==> src/rtl/pi_aim_ramp.sv <==
// Setpoint conditioner for a PI controller: decimates sample strobes, slews the aim toward
// the target by at most STEP per accepted sample, and supports bumpless aim-to-measurement sync.
module pi_aim_ramp #(
   parameter logic [15:0] STEP = 16'd64,
   parameter logic [7:0]  DIV  = 8'd1
) (
   input  logic        clk,
   input  logic        rst,
   input  logic        i_en,
   input  logic [15:0] i_real,
   input  logic [15:0] i_target,
   input  logic        i_sync,
   output logic        o_en,
   output logic [15:0] o_aim,
   output logic [15:0] o_real,
   output logic        o_settled
);

   typedef enum logic [1:0] {
      ST_SETTLED = 2'd0,
      ST_RAMPING = 2'd1,
      ST_SYNCED  = 2'd2
   } state_t;

   state_t      state_q, state_d;
   logic [7:0]  cnt_q, cnt_d;
   logic        sync_q, sync_d;
   logic [15:0] aim_q, aim_d;
   logic [15:0] real_q, real_d;
   logic        en_q, en_d;
   logic        settled_q, settled_d;

   logic               accept_s;
   logic signed [16:0] step_s;
   logic signed [16:0] aim_ext_s;
   logic signed [16:0] diff_s;
   logic signed [16:0] aim_up_s;
   logic signed [16:0] aim_dn_s;

   // Aim only ever moves toward a 16-bit target, so the 17-bit sums always fit back in 16 bits.
   assign accept_s  = i_en && (cnt_q == (DIV - 8'd1));
   assign step_s    = $signed({1'b0, STEP});
   assign aim_ext_s = $signed({aim_q[15], aim_q});
   assign diff_s    = $signed({i_target[15], i_target}) - aim_ext_s;
   assign aim_up_s  = aim_ext_s + step_s;
   assign aim_dn_s  = aim_ext_s - step_s;

   // Next-state: decimation counter, sync flag, slew step, state and output payload.
   always_comb begin
      cnt_d     = cnt_q;
      sync_d    = sync_q | i_sync;
      state_d   = state_q;
      aim_d     = aim_q;
      real_d    = real_q;
      en_d      = 1'b0;
      settled_d = settled_q;

      if (i_en) begin
         if (accept_s) begin
            cnt_d = 8'd0;
         end else begin
            cnt_d = cnt_q + 8'd1;
         end
      end else begin
         cnt_d = cnt_q;
      end

      if (accept_s) begin
         en_d   = 1'b1;
         real_d = i_real;
         sync_d = 1'b0;
         if (sync_q || i_sync) begin
            aim_d   = i_real;
            state_d = ST_SYNCED;
         end else begin
            if (diff_s > step_s) begin
               aim_d = aim_up_s[15:0];
            end else if (diff_s < -step_s) begin
               aim_d = aim_dn_s[15:0];
            end else begin
               aim_d = i_target;
            end
            state_d = (aim_d == i_target) ? ST_SETTLED : ST_RAMPING;
         end
         case (state_d)
            ST_SETTLED: settled_d = 1'b1;
            ST_RAMPING: settled_d = 1'b0;
            ST_SYNCED:  settled_d = (aim_d == i_target);
            default:    settled_d = 1'b1;
         endcase
      end else begin
         settled_d = settled_q;
      end
   end

   // State and output registers, cleared asynchronously by rst.
   always_ff @(posedge clk or posedge rst) begin
      if (rst) begin
         state_q   <= ST_SETTLED;
         cnt_q     <= 8'd0;
         sync_q    <= 1'b0;
         aim_q     <= 16'd0;
         real_q    <= 16'd0;
         en_q      <= 1'b0;
         settled_q <= 1'b1;
      end else begin
         state_q   <= state_d;
         cnt_q     <= cnt_d;
         sync_q    <= sync_d;
         aim_q     <= aim_d;
         real_q    <= real_d;
         en_q      <= en_d;
         settled_q <= settled_d;
      end
   end

   assign o_en      = en_q;
   assign o_aim     = aim_q;
   assign o_real    = real_q;
   assign o_settled = settled_q;

endmodule

==> config.mk <==
export PLATFORM = sky130hd
export DESIGN_NAME = pi_aim_ramp
export DESIGN_NICKNAME = d
export VERILOG_FILES = /design/src/rtl/pi_aim_ramp.sv
export SDC_FILE = /design/constraint.sdc
export NUM_CORES = 1
export LEC_CHECK = 0
export ABC_AREA = 1
export CAP_MARGIN = 30
export CORE_MARGIN = 4
export CORE_UTILIZATION = 25
export CTS_BUF_LIST = sky130_fd_sc_hd__clkbuf_4
export DETAILED_ROUTE_END_ITERATION = 8
export RECOVER_POWER = 25
export REMOVE_ABC_BUFFERS = 1
export SKIP_CTS_REPAIR_TIMING = 1
export SLEW_MARGIN = 10
export SYNTH_ARGS = -nofsm -noshare
export SYNTH_HDL_FRONTEND = slang
export SYNTH_SLANG_ARGS = --single-unit
==> constraint.sdc <==
create_clock -name clk -period 3.02 [get_ports clk]
set_clock_uncertainty 0.15 [all_clocks]
set_input_delay 0.604 -clock clk [delete_from_list [all_inputs] [get_ports clk]]
set_output_delay 0.604 -clock clk [all_outputs]
set_load 0.05 [all_outputs]
==> summary.md <==
| Metric | Value |
|---|---|
| Worst rel slew slack | `24.3%` |
| Largest net degree at the start of global routing | `44` |
| Unrepaired setup endpoints after global routing | `true` |
| Share of layout cells above drive strength 1 | `about a fifth` |
| Pwr Total | `2.79 mW` |
| Gpl congestion | `~0.92` |
| Hold depth | `1` |
| CP Data Required Time | `3200 ps` |
| #FFs+latches synth | `43` |
| Startpoint types | `register` |
| Crit-path leading delay family | `simple AND/OR/NAND/NOR gates` |
| Die Span Y | `between 100 and 150 microns` |
| Syn Area/Cell | `between 6 and 7 sq um` |
| First-pass DRT Iterations | `4` |
| Netlist Area Pre-Place | `4210 sq um` |
| WP buf/inv | `4` |
| Max-slew violations | `0` |
| Root Buffer | `clkbuf_4` |
| Comb pwr share | `59.3%` |
| CTS sink count | `43` |
| FFs w/ async S/R, synth | `100%` |
| Max FO, Critical Path | `6` |
| Ports | `70` |
| Hold Path Origin | `cnt_q[7]` |
| Worst vdd ir | `0.163 mV` |
| WL/cell | `12.1 microns` |
| Critical path's slowest cell | `dfrtp_1` |
| Kind of critical path | `register to register` |
| Die area | `between 15000 and 20000 sq um` |
| Top-count cell post-synth | `nand2_1` |
| DR vias/cell | `4.39` |
| Post-layout min period | `3350 ps` |
| Final net count | `910` |
| Area grow syn2layout | `47.9%` |
| NetSw | `1.24 mW` |
| Core Box Area | `16500 sq um` |
| Most frequent CP cell | `nand2_1` |
| Max stage delay on crit path | `440 ps` |
| Drc violations | `0` |
| Area leader, netlist | `dfrtp_1` |
| Dpl hpwl | `slightly above 10000 microns` |
| Global-route usage over all layers | `13.5%` |
| Site Rows | `47` |
| # fillers | `~1800` |
| DP Area | `5720 sq um` |
| Worst setup margin | `-330 ps` |
| Final ANT Viol Nets | `0` |
| Ys Warns | `0` |
| Max cap viols | `0` |
| Setup TNS Final | `-409 ps` |
| EDFF count, synth | `0` |
| Switch share | `between 40% and 50%` |
| DRT Wirelength | `around 13000 microns` |
| GRT overflow | `0` |
| Top cell type's share of synthesized area | `between 20% and 30%` |
| Antenna violations before repair | `1` |
| Vias post-DR | `4716` |
| Outcome | `finished with violations` |
| Period utilization | `111%` |
| CTS max path bufs | `2` |
| Fmax | `298 MHz` |
| CTS tree | `yes` |
| Worst Hold End | `cnt_q[7]` |
| Vias in the first global route | `4432` |
| Tightest Pin Transition | `1130 ps` |
| Max H-tree Level | `2` |
| Static leakage | `3.39 nW` |
| RR Startpoint | `o_aim[0]` |
| P_int | `1.55 mW` |
| Sequential area share after synthesis | `around a quarter` |
| Most frequent cells after synthesis | `267 x nand2_1, 111 x inv_1, 88 x nand3_1, 42 x dfrtp_1, 37 x nor2_1` |
| Reg2reg path depth | `26` |
| Clock transition at path regs | `150 ps` |
| Die width | `138 microns` |
| Crit path DAT | `~3500 ps` |
| Cell total after placement | `between 1000 and 1500` |
| CTS buffer count | `5` |
| R2R setup slack | `-330 ps` |
| RR Endpoint | `o_settled` |
| Initial DRC count | `253` |
| Clock group share of total power | `14.4%` |
| Port Buffers | `69` |
| Yosys cell types | `32` |
| First-pass GRT wire length | `20800 microns` |
| Hold Crit Class | `register to register` |
| Final hold violations | `0` |
| Pre-CTS setup slack | `-1140 ps` |
| Design area | `6220 sq um` |
| Worst-Skew Late Latency | `390 ps` |
| Cells after synthesis | `698` |
| Violated checks | `setup timing` |
| Setup-failing EPs final | `2` |
| Initial Util | `25.5%` |
| Power per cell area | `approximately 450 nW/um^2` |
| Leading post-synthesis cells by cell area | `dfrtp_1 25%, nand2_1 24%, nand3_1 10%, inv_1 9.9%, ha_1 5.9%` |
| Ys flop type | `dfrtp_1` |
| Post-Layout Cell Count | `1075` |
| Seq pwr share | `26.2%` |
| CP endpoint kind | `register` |
-- cells by family (layout without fill, tap and decap cells) --
| family | Yosys count | count (layout) | synth area share, % |
|---|---|---|---|
| adder cells (fa/ha/maj) | 21 | 21 | 6.42 |
| flip-flops | 43 | 43 | 25.6 |
| AND/OR/NAND/NOR | 441 | 442 | 46.3 |
| AO/OA/AOI/OAI | 43 | 43 | 5.26 |
| XOR/XNOR | 17 | 17 | 3.54 |
| buffers and inverters | 133 | 288 | 12.9 |
| other | 0 | 1 | 0 |
-- final cells by class --
type / count / area, sq um / share of cell area [%]
timing repair buffer: 163 / 1470 / 23.7
tap: 220 / 275 / 4.42
sequential: 43 / 1080 / 17.3
clock inverter: 3 / 46.3 / 0.744
multi-input combinational: 523 / 2870 / 46.1
antenna: 1 / 2.50 / 0.0402
inverter: 117 / 442 / 7.10
clock buffer: 5 / 37.5 / 0.603
-- placed cells by master (no fill, tap or decap), drive strengths merged --
cell type      instances
or2                    1
clkinvlp               1
fa                     1
nand2                274
dlygate4sd3            1
o31ai                  1
ha                    20
buf                   93
dfrtp                 42
clkdlybuf4s50         54
nor3                   9
clkinv                 4
dlymetal6s2s          14
and2                   2
nor4                   1
diode                  1
xor2                  16
xnor2                  1
nand3                104
nand4                  7
inv                  114
clkbuf                 6
nor2                  43
o21ai                 29
nand3b                 1
dfstp                  1
bufinv                 1
a21oi                 13
-- power groups by stage --
| stage | clock network [mW] | registers, mW | logic [mW] |
|---|---|---|---|
| detailed placement | 0 | 0.741 | 1.49 |
| global route | 0.437 | 0.744 | 1.83 |
| global placement | 0 | 0.739 | 1.48 |
| finish | 0.402 | 0.732 | 1.65 |
| CTS | 0.425 | 0.731 | 1.49 |
| floorplan | 0 | 0.913 | 0.745 |
-- sequential cells by signal, summed over array words and instances, names as in the netlist --
name / count
sync_q: 1
o_aim: 16
cnt_q: 8
o_settled: 1
o_en: 1
o_real: 16
-- worst max-delay path by stage --
stage	startpoint	end	slack, ps	cells past startpoint
after CTS	i_target[0]	o_settled	-740	27
final	o_aim[0]	o_settled	-330	26
after global routing	o_aim[0]	o_settled	-570	26
after global placement	i_target[0]	o_settled	-1110	27
after floorplan	o_aim[9]	o_settled	-530	23
after detailed placement	i_target[0]	o_settled	-1140	27
-- through the flow --
stage          hold WS (ps)  utilization, %
2_1_floorplan           293               -
3_3_place_gp            312            34.6
3_5_place_dp            315            34.6
4_1_cts                 341            35.1
5_1_grt                 356            37.7
6_report                341            37.7
-- routing by layer --
layer | vias to the layer above | GRT usage, % | wire length (microns)
li1 | 2486 | - | -
met1 | 2160 | 17.9 | 6170
met2 | 62 | 23.4 | 6300
met3 | 8 | 1.68 | 401
met4 | 0 | 2.96 | 170
met5 | - | 0 | 0
No activity file was read; power rests on OpenSTA's default activity.
